## src/rtl/mem_port_arbiter.sv

```systemverilog
// rtl/mem_port_arbiter.sv - fetch/data arbiter for one single-port synchronous RAM
//
// Purpose: shares one 1-cycle-latency single-port RAM between instruction fetch
// (I side) and load/store (D side). Data has priority. The starvation counter
// hands the port to a pending fetch after STARVE_MAX consecutive data grants.
//
// Optional feature: define ARB_PERF_CNT_EN to add the stall-cycle counters
// r_i_stall_cnt / r_d_stall_cnt.
//
// Ports:
//   w_clk, w_rst         clock, synchronous active-high reset
//   w_i_req/addr         fetch request and word address
//   w_i_gnt, w_i_stall   fetch granted / fetch waiting (combinational)
//   r_i_valid, w_i_rdata fetch read data, one cycle after the grant
//   w_d_req/we/addr/wdata data request (we=1 store, we=0 load)
//   w_d_gnt, w_d_stall   data granted / data waiting (combinational)
//   r_d_valid, w_d_rdata load read data, one cycle after the grant
//   w_m_addr/we/wdata    RAM command
//   w_m_rdata            RAM registered read data
//   r_i_stall_cnt, r_d_stall_cnt  stall-cycle counters (ARB_PERF_CNT_EN only)
module mem_port_arbiter #(
  parameter int ADDR_W     = 11,
  parameter int DATA_W     = 32,
  parameter int STARVE_MAX = 3
) (
  input  logic              w_clk,
  input  logic              w_rst,
  input  logic              w_i_req,
  input  logic [ADDR_W-1:0] w_i_addr,
  output logic              w_i_gnt,
  output logic              w_i_stall,
  output logic              r_i_valid,
  output logic [DATA_W-1:0] w_i_rdata,
  input  logic              w_d_req,
  input  logic              w_d_we,
  input  logic [ADDR_W-1:0] w_d_addr,
  input  logic [DATA_W-1:0] w_d_wdata,
  output logic              w_d_gnt,
  output logic              w_d_stall,
  output logic              r_d_valid,
  output logic [DATA_W-1:0] w_d_rdata,
  output logic [ADDR_W-1:0] w_m_addr,
  output logic              w_m_we,
  output logic [DATA_W-1:0] w_m_wdata,
  input  logic [DATA_W-1:0] w_m_rdata
`ifdef ARB_PERF_CNT_EN
  ,
  output logic [31:0]       r_i_stall_cnt,
  output logic [31:0]       r_d_stall_cnt
`endif
);

  typedef enum logic [1:0] {S_IDLE, S_IRD, S_DRD, S_DWR} state_t;

  localparam logic [3:0] STARVE_LIM = 4'(STARVE_MAX);

  state_t            r_state;
  state_t            state_next;
  logic [3:0]        r_starve;
  logic [3:0]        starve_next;
  logic              starve_hit;
  logic [ADDR_W-1:0] r_last_addr;

  assign starve_hit = (r_starve >= STARVE_LIM);

  always_comb begin
    w_i_gnt     = 1'b0;
    w_d_gnt     = 1'b0;
    state_next  = S_IDLE;
    starve_next = r_starve;

    if (!w_rst) begin
      if (w_i_req && (!w_d_req || starve_hit)) begin
        w_i_gnt = 1'b1;
      end else if (w_d_req) begin
        w_d_gnt = 1'b1;
      end
    end

    if (w_i_gnt) begin
      state_next = S_IRD;
    end else if (w_d_gnt) begin
      state_next = w_d_we ? S_DWR : S_DRD;
    end

    // Count only data grants that overtake a waiting fetch; saturate at the limit.
    if (w_i_gnt || !w_i_req) begin
      starve_next = 4'd0;
    end else if (w_d_gnt && !starve_hit) begin
      starve_next = r_starve + 4'd1;
    end
  end

  always_ff @(posedge w_clk) begin
    if (w_rst) begin
      r_state  <= S_IDLE;
      r_starve <= 4'd0;
    end else begin
      r_state  <= state_next;
      r_starve <= starve_next;
    end
  end

  // Issued address is kept across idle cycles so the RAM address stays stable.
  always_ff @(posedge w_clk) begin
    if (w_i_gnt) begin
      r_last_addr <= w_i_addr;
    end else if (w_d_gnt) begin
      r_last_addr <= w_d_addr;
    end
  end

  assign w_i_stall = w_i_req && !w_i_gnt;
  assign w_d_stall = w_d_req && !w_d_gnt;

  assign w_m_addr  = w_i_gnt ? w_i_addr : (w_d_gnt ? w_d_addr : r_last_addr);
  assign w_m_we    = w_d_gnt && w_d_we;
  assign w_m_wdata = w_d_wdata;

  // Valid follows the access recorded last cycle; a reset in the return cycle
  // drops the in-flight read.
  assign r_i_valid = (r_state == S_IRD) && !w_rst;
  assign r_d_valid = (r_state == S_DRD) && !w_rst;
  assign w_i_rdata = w_m_rdata;
  assign w_d_rdata = w_m_rdata;

`ifdef ARB_PERF_CNT_EN
  always_ff @(posedge w_clk) begin
    if (w_rst) begin
      r_i_stall_cnt <= 32'd0;
      r_d_stall_cnt <= 32'd0;
    end else begin
      if (w_i_stall) r_i_stall_cnt <= r_i_stall_cnt + 32'd1;
      if (w_d_stall) r_d_stall_cnt <= r_d_stall_cnt + 32'd1;
    end
  end
`endif

endmodule

```

## config.mk

```make
export PLATFORM = sky130hd
export DESIGN_NAME = mem_port_arbiter
export DESIGN_NICKNAME = d
export VERILOG_FILES = /design/src/rtl/mem_port_arbiter.sv
export SDC_FILE = /design/constraint.sdc
export NUM_CORES = 1
export LEC_CHECK = 0
export ABC_CLOCK_PERIOD_IN_PS = 1630
export CORE_ASPECT_RATIO = 1.5
export CORE_MARGIN = 10
export CORE_UTILIZATION = 23
export DETAILED_ROUTE_END_ITERATION = 8
export MAX_ROUTING_LAYER = met4
export PLACE_DENSITY = 0.82
export SYNTH_ARGS = -nofsm -noshare
export SYNTH_HDL_FRONTEND = slang
export SYNTH_SLANG_ARGS = --single-unit
```

## constraint.sdc

```tcl
create_clock -name w_clk -period 1.63 [get_ports w_clk]
set_input_delay 0.326 -clock w_clk [delete_from_list [all_inputs] [get_ports w_clk]]
set_output_delay 0.326 -clock w_clk [all_outputs]
set_load 0.01 [all_outputs]
```

==> flow_metrics.py <==
metrics = {
    "run_status": {
        "status": "complete, but fails checks",
        "violations": "negative setup slack",
    },
    "finish": {
        "multi_input_area_um2": 546,
        "layout-drive-gt1-share": 0.513,
        "fin_util": 0.256,
        "final_cell_mix": "clkdlybuf4s50_1, dfxtp_1, buf_6, buf_4, buf_2",
        "fillers": 705,
        "final_common_cell": "clkdlybuf4s50_1",
        "synthToLayoutAreaGrowth_pct": 7.22,
        "antenna_cells": 0,
        "post-route-cell-area_um2": 1670,
        "regArea_um2": 342,
        "layout.nets": 243,
    },
    "critical_path": {
        "crit_chain": "ha_4 -> or4b_4 -> nand3b_4 -> buf_12 -> mux2i_2 -> buf_2",
        "cp_slowest_stage_delay_ns": 0.50,
        "critPathLaunchType": "flop",
        "required_ns": 1.30,
        "end_kind": "output pin",
        "arrival_ns": 1.94,
        "critPathMaxFanout": 6,
        "timing_worst_setup_path_type": "flop to output pin",
        "cp_slowest_cell": "or4b_4",
    },
    "timing": {
        "max_freq_mhz": 441,
        "hold_viol_final": 0,
        "post-route-period-util": 1.39,
        "fin_ws_ns": -0.638,
        "rsz0062_at_grt": "yes",
        "maxSlewViolCount": 0,
        "period_needed_ns": 2.27,
        "fin_skew_ns": 0.00774,
        "setup_viol": 19,
    },
    "yosys": {
        "netlist_instances": 180,
        "netlist.area_leader.share": 0.462,
        "synth_ff_type": "dfxtp_1",
        "synth_area_leaders": "buf_4, dfxtp_1, mux2i_1",
        "yosysUniqueCellTypes": 20,
        "synth_warnings": 0,
        "syn_area_um2": 1560,
        "synth-edff-count": 0,
        "synth_top_cell_by_area": "buf_4",
        "seq_area_frac_synth": 0.218,
        "async_flop_share": 0,
        "ys_seq_elements": 17,
        "syn_area_per_cell_um2": 8.67,
    },
    "power": {
        "p_switching_w": 0.000348,
        "irDropWorstVdd_uv": 231,
        "swShare": 0.280,
        "power.share.sequential": 0.388,
        "p_comb_frac": 0.349,
        "p_int_w": 0.000897,
        "p_clk_frac": 0.264,
        "p_leak_nw": 0.728,
        "power_per_cell_area_nw_per_um2": 744,
    },
    "floorplanning": {
        "die_h_um": 121,
        "pin_count": 205,
        "die_w_um": 87.3,
        "initial_utilization": 0.239,
        "dieArea_um2": 10500,
        "num_rows": 36,
        "coreArea_um2": 6530,
    },
    "drt": {
        "antenna_left": 0,
        "post_drt_wl_per_cell_um": 19.8,
        "drt_iter0_markers": 26,
        "via_count": 939,
        "vias_per_cell": 4.15,
        "firstDrtPassIters": 3,
        "post-route-drc-count": 0,
        "detail_route.wirelength_mm": 4.47,
    },
    "placed_design": {
        "dpl.hpwl_mm": 3.44,
        "detailed_place.area_um2": 1490,
        "gp_congestion": 0.619,
        "port_buffers": 44,
    },
    "clocking": {
        "numCtsBuffers": 3,
        "worst_skew_pair.late_latency_ns": 0.26,
        "cts_hold_buf": 0,
        "cts_num_sinks": 17,
        "clkSlewWorstSetupHoldPaths_ns": 0.08,
        "cts_tree": "built",
        "clockBufferDepth": 2,
        "cts-root-buf": "clkbuf_8",
        "cts_max_level": 1,
    },
    "global_route": {
        "grt_util_all_layers": 0.0837,
        "grt_pass1_vias": 1100,
        "grt_pass1_wl_mm": 6.44,
        "grt_start_max_net_pins": 14,
        "antenna_found_initial": 0,
        "grt_overflow": 0,
    },
    "flow_run": {
        "maxCapViolCount": 0,
    },
    "min_path": {
        "holdCritPathClass": "flop to flop",
    },
}
critical path: cells and delay by family, from the launching register on:
| kind | cells | cell delay, ns |
|---|---|---|
| multiplexers | 1 | 0.22 |
| adder cells (fa/ha/maj) | 1 | 0.16 |
| flip-flops | 1 | 0.34 |
| AND/OR/NAND/NOR | 2 | 0.63 |
| buffers and inverters | 2 | 0.32 |
state kept, by name, summed over array words and instances, names as in the netlist:
name,cells
r_last_addr,11
r_state,2
r_starve,4
final cells by class:
cell class / instances / area share
clock buffers: 3 / 0.0247
clock inverters: 1 / 0.00449
inverters: 12 / 0.0269
multi-input cells: 51 / 0.326
flip-flops and latches: 17 / 0.204
well taps: 76 / 0.0568
repair buffers: 66 / 0.357
metal layers:
layer  global-route usage  vias up  share of wire
met4                0.126        0           0.15
met5                    -        -              0
li1                     -      421              -
met2                0.122       53           0.45
met1               0.0643      398           0.27
met3               0.0316       67           0.13
worst paths after layout:
path,cells after the start,endpoint,slack [ns],from
max,6,w_m_addr[0],-0.64,r_starve[0]$_SDFFE_PP0P_
min,1,r_starve[0]$_SDFFE_PP0P_,0.44,r_starve[0]$_SDFFE_PP0P_
max reg2reg,6,r_last_addr[7]$_DFF_P_,-0.06,r_starve[0]$_SDFFE_PP0P_
min reg2reg,1,r_starve[0]$_SDFFE_PP0P_,0.44,r_starve[0]$_SDFFE_PP0P_
power groups by stage:
| stage | Clock [W] | Combinational [W] | Sequential, W |
|---|---|---|---|
| 2_1_floorplan | 0 | 0.000417 | 0.000484 |
| 3_3_place_gp | 0 | 0.000391 | 0.000486 |
| 3_5_place_dp | 0 | 0.000396 | 0.000488 |
| 4_1_cts | 0.000347 | 0.000416 | 0.000480 |
| 5_1_grt | 0.000358 | 0.000471 | 0.000486 |
| 6_report | 0.000328 | 0.000434 | 0.000482 |
cells in the mapped netlist, drive strengths merged (2+ instances only):
cell,number
buf,99
dfxtp,17
inv,12
mux2i,11
o22ai,11
or3b,11
nor2b,4
and2,2
clkbuf,2
nand2,2
nor3b,2
cells by family (layout without fill, tap and decap cells):
logic type / Yosys count / count (layout) / share of synthesized area
other: 1 / 2 / 0.00240
buffers and inverters: 113 / 82 / 0.515
and+or+nand+nor: 25 / 25 / 0.136
muxes: 11 / 11 / 0.0706
AOI/OAI and AO/OA: 12 / 12 / 0.0505
adders and majority gates: 1 / 1 / 0.00802
DFF: 17 / 17 / 0.218
repair_timing:
action / in CTS / in global routing
buffers inserted: 10 / 2
gates cloned: 1 / 0
gates resized for setup: 97 / 14
pin swaps: 3 / 2
setup endpoints to repair: 19 / 26
through the flow:
stage               setup WS (ns)  cells  hold WS (ns)  TNS, ns  total power [W]
CTS                        -0.657    228         0.444    -9.43          0.00124
global placement            -1.07    213         0.417   -19.40         0.000877
global route               -0.712    226         0.458   -10.15          0.00131
detailed placement          -1.08    213         0.425   -19.84         0.000884
finish                     -0.638    226         0.440    -8.58          0.00124
floorplan                  -0.228    181         0.409    -2.26         0.000902
Note: power is estimated with default switching activity, not from simulation.
==> variant 1 (same flow settings) <==
Build with the macro `ARB_PERF_CNT_EN` defined.
--- a/src/rtl/mem_port_arbiter.sv
+++ b/src/rtl/mem_port_arbiter.sv
@@ -18,6 +18,8 @@
 //   w_m_addr/we/wdata    RAM command
 //   w_m_rdata            RAM registered read data
 //   r_i_stall_cnt, r_d_stall_cnt  stall-cycle counters (ARB_PERF_CNT_EN only)
+`define ARB_PERF_CNT_EN
+
 module mem_port_arbiter #(
   parameter int ADDR_W     = 11,
   parameter int DATA_W     = 32,
Check against the original RTL (old outputs only; new: r_d_stall_cnt and r_i_stall_cnt): equivalent (Yosys induction, for registers that start in step).
==> variant 1 against the original RTL <==
Synthesized cell count rose to 3.0 times the old value; largest cell class is now multi-input gates; die area rose to 2.5 times the old value; synthesized area rose to 3.0 times the old value; total power increased to 3.8 times the old value; first-iteration DRC count rose to 5.5 times the old value; the flow still finishes with violations (setup timing); sequential cell count up 64; register-to-register slack lost 0.34 ns; routed wire length rose to 3.5 times the old value; worst setup slack worse by 0.17 ns; sequential power grew to 4.3 times the old value; cell area grew to 4.0 times the old value.
==> variant 1: results (changes against the original RTL) <==
stage;metric;value;unit;change
power;peak supply drop;0.547;mV;was 0.231 mV
yosys;fraction of synthesized area in multiplexers;6.20;%;was 7.06%
placement;port bufs;108;;was 44
clocking;setup repair bufs after CTS;18;;was 10
power;LEAKAGE;2.86;nW;was 0.728 nW
global_route;vias in the first global route;4432;;was 1100
status;outcome;finished with violations;;unchanged
worst_setup_path;reg2reg end;r_i_stall_cnt[24];;was r_last_addr[7]
yosys;synth cell count leaders;97 x buf_4, 81 x dfxtp_1, 39 x a21oi_1, 29 x nor2_1;;was 96 x buf_4, 17 x dfxtp_1, 12 x inv_1
global_route;first-pass GRT wire length;23.6;mm;was 6.44 mm
sta;setup violators final;79;;was 19
drt;DR WL met2;8.10;mm;was 2.01 mm
placement;pre-CTS setup slack;-1.13;ns;was -1.08 ns
drt;met3 wire len;940;um;was 563 um
yosys;average size of a mapped cell;8.58;um^2;was 8.67 um^2
yosys;Synth Area in Compound Gates;14.5;%;was 5.05%
power;PnR Total Power;4.75;mW;was 1.24 mW
yosys;xor and xnor area share after synthesis;1.87;%;was 0%
sta;setup TNS;-22.92;ns;was -8.58 ns
power;switching share of power;25.3;%;was 28.0%
placement;Placed Cells;887;;was 213
power;combinational share of power;11.7;%;was 34.9%
drt;Initial DRC Count;144;;was 26
status;failing checks;setup timing;;unchanged
sta;post-route clock skew;0.0117;ns;was 0.00774 ns
drt;drt wl/cell;16.9;um;was 19.8 um
sta;WHS;0.443;ns;was 0.440 ns
drt;vias;4377;;was 939
worst_setup_path;r2r worst-path depth;7;;was 6
global_route;largest net degree at the start of global routing;37;;was 14
yosys;Unique masters post-synth;37;;was 20
clocking;worst-skew pair later-pin latency;0.34;ns;was 0.26 ns
global_route;met1 Resource Use GR;10.6;%;was 6.43%
sta;worst setup margin;-0.808;ns;was -0.638 ns
clocking;Post-CTS Resized;156;;was 97
yosys;adder-cell share of the synthesized area;0.802;%;about the same
final_layout;Non-Filler Instances;928;;was 226
placement;routability-driven placement congestion ratio;0.783;;was 0.619
power;Flop+latch power;2.05;mW;was 0.482 mW
global_route;Tot GR Track Use;11.5;%;was 8.37%
placement;Placed Instance Area;0.00618;mm^2;was 0.00149 mm^2
[variant 1: cell types whose count changed in the layout (fill, tap and decap cells not counted), sizes merged, moves of 29 or more]
| cell | unedited run | this run |
|---|---|---|
| dfxtp | 17 | 81 |
| nor2 | 0 | 29 |
| a21oi | 0 | 39 |
| dlygate4sd2 | 2 | 65 |
| buf | 40 | 138 |
[variant 1: worst max-delay path: stages (launching register included)]
cell and delay [ns]:
dfxtp_2 0.34, ha_4 0.17, nor4b_4 0.27, nand2b_4 0.23
buf_6 0.11, mux2_4 0.29, o22a_1 0.23, buf_2 0.15
[variant 1: final cells by class]
class,instances,area [um^2],share of cell area [%]
Multi-Input combinational cell,329,2420,36.0
Timing Repair Buffer,231,1990,29.6
Sequential cell,81,1650,24.4
Tap cell,260,325,4.83
Clock buffer,9,225,3.35
Clock inverter,7,77.6,1.15
Inverter,11,41.3,0.613
==> variant 2 (config.mk and constraints unchanged) <==
Made on the original files. Encoding of `state_t`: now one-hot (4 bits for 4 states).
--- a/src/rtl/mem_port_arbiter.sv
+++ b/src/rtl/mem_port_arbiter.sv
@@ -50,7 +50,7 @@
 `endif
 );
 
-  typedef enum logic [1:0] {S_IDLE, S_IRD, S_DRD, S_DWR} state_t;
+  typedef enum logic [3:0] {S_IDLE = 4'b0001, S_IRD = 4'b0010, S_DRD = 4'b0100, S_DWR = 4'b1000} state_t;
 
   localparam logic [3:0] STARVE_LIM = 4'(STARVE_MAX);
 
Formal check against the unedited RTL: same outputs for any inputs over 10 cycles, from zero or initial values and one cycle with w_rst high; not proved beyond that.
==> variant 2 against the original RTL <==
The flow still finishes with violations (setup timing); synthesized area shrank 7.0%; global-route usage grew 0.31 points; sequential share of layout area grew 4.6 points; worst setup slack gained 0.076 ns; sequential power grew 8.3%; clock skew is essentially flat; total power shrank 2.6%; routed wire length shrank 4.1%; cell area shrank 8.7%; sequential cell count grew 2; critical path type unchanged; critical endpoint is now w_m_addr[5].
==> variant 2: results (changes against the original RTL) <==
stage;metric;value;unit;change
status;outcome;finished with violations;;unchanged
status;failing checks;setup timing;;unchanged
worst_setup_path;crit path max fanout;4;;was 6
final_layout;largest registers;r_last_addr (11), r_starve (4), r_state (4);;was r_last_addr (11), r_starve (4), r_state (2)
final_layout;cell area after layout;0.00153;mm^2;was 0.00167 mm^2
power;P_sw;0.320;mW;was 0.348 mW
final_layout;Non-Filler Instances;211;;was 226
power;peak supply drop;0.336;mV;was 0.231 mV
placement;Post-DP HPWL;3.10;mm;was 3.44 mm
sta;post-route clock skew;0.00730;ns;was 0.00774 ns
power;LEAKAGE;0.666;nW;was 0.728 nW
clocking;Root Driver;clkbuf_8;;unchanged
yosys;adder-cell share of the synthesized area;0.862;%;was 0.802%
worst_hold_path;worst hold path depth;2;;was 1
global_route;largest net degree at the start of global routing;11;;was 14
sta;setup violators final;18;;was 19
global_route;vias in the first global route;1109;;was 1100
worst_hold_path;min-delay src;w_d_req;;was r_starve[0]
drt;Initial DRC Count;14;;was 26
yosys;average size of a mapped cell;9.01;um^2;was 8.67 um^2
yosys;synth cell count leaders;96 x buf_4, 19 x dfxtp_1, 12 x and2_1, 11 x a221o_1;;was 96 x buf_4, 17 x dfxtp_1, 12 x inv_1
sta;setup TNS;-7.66;ns;was -8.58 ns
placement;Placed Instance Area;0.00135;mm^2;was 0.00149 mm^2
placement;routability-driven placement congestion ratio;0.609;;was 0.619
global_route;first-pass GRT wire length;6.23;mm;was 6.44 mm
power;comb pwr;0.336;mW;was 0.434 mW
worst_setup_path;r2r worst-path depth;9;;was 6
yosys;Synth Area in Compound Gates;9.40;%;was 5.05%
placement;Placed Cells;191;;was 213
worst_setup_path;Arrival @ worst endpoint;1.87;ns;was 1.94 ns
power;Flop+latch power;0.522;mW;was 0.482 mW
worst_setup_path;reg2reg end;r_last_addr[5];;was r_last_addr[7]
yosys;xor and xnor area share after synthesis;0;%;unchanged
yosys;sequential share of the synthesized area;26.2;%;was 21.8%
final_layout;layout cells sized above 1;43.1;%;was 51.3%
placement;pre-CTS setup slack;-0.874;ns;was -1.08 ns
final_layout;fillers;673;;was 705
worst_setup_path;slowest stage delay, CP;0.34;ns;was 0.50 ns
floorplan;core area;0.00613;mm^2;was 0.00653 mm^2
sta;worst setup margin;-0.562;ns;was -0.638 ns
power;Seq pwr share;43.1;%;was 38.8%
worst_setup_path;worst setup path end;w_m_addr[5];;was w_m_addr[0]
clocking;CTS Buf Count;3;;unchanged
drt;Routed WL;4.29;mm;was 4.47 mm
worst_setup_path;R2R Setup Slk;-0.13;ns;was -0.06 ns
drt;post-DR vias/cell;4.27;;was 4.15
yosys;Unique masters post-synth;23;;was 20
worst_setup_path;Worst Setup SP;r_starve[0];;unchanged
sta;WHS;0.418;ns;was 0.440 ns
global_route;Tot GR Track Use;8.68;%;was 8.37%
worst_hold_path;Hold WC Path Type;in -> reg;;was reg -> reg
yosys;largest cells by area after synthesis;buf_4 50%, dfxtp_1 26%, a221o_1 7.6%;;was buf_4 46%, dfxtp_1 22%, mux2i_1 7.1%
yosys;fraction of synthesized area in multiplexers;0;%;was 7.06%
variant 2: cell types whose count changed in the layout (fill, tap and decap cells not counted), sizes merged, moves of 4 or more:
cell | unedited run | this run
a221o | 0 | 11
and2 | 2 | 13
inv | 12 | 1
mux2i | 11 | 0
o22ai | 11 | 0
or3b | 11 | 0
buf | 40 | 44
variant 2: final cells by class:
class | count | area share [%]
multi-input cells | 43 | 25.0
clock buffers | 4 | 2.95
well taps | 74 | 6.06
flip-flops and latches | 19 | 25.0
repair buffers | 70 | 40.8
inverters | 1 | 0.246
variant 2: timing repair:
item | 4_1_cts | 5_1_grt
pin swaps | 9 | 7
gates resized for setup | 86 | 12
setup buffers | 16 | 4
endpoints found under the setup margin | 18 | 27
gates cloned | 1 | 0
hold endpoints to repair | 0 | 0
variant 2: metal layers:
metal / track usage, % / up-vias / wire length (um)
met5: - / - / 0
met4: 14.1 / 0 / 673
met3: 3.12 / 92 / 537
met2: 12.4 / 53 / 1780
met1: 6.98 / 377 / 1290
li1: - / 380 / -
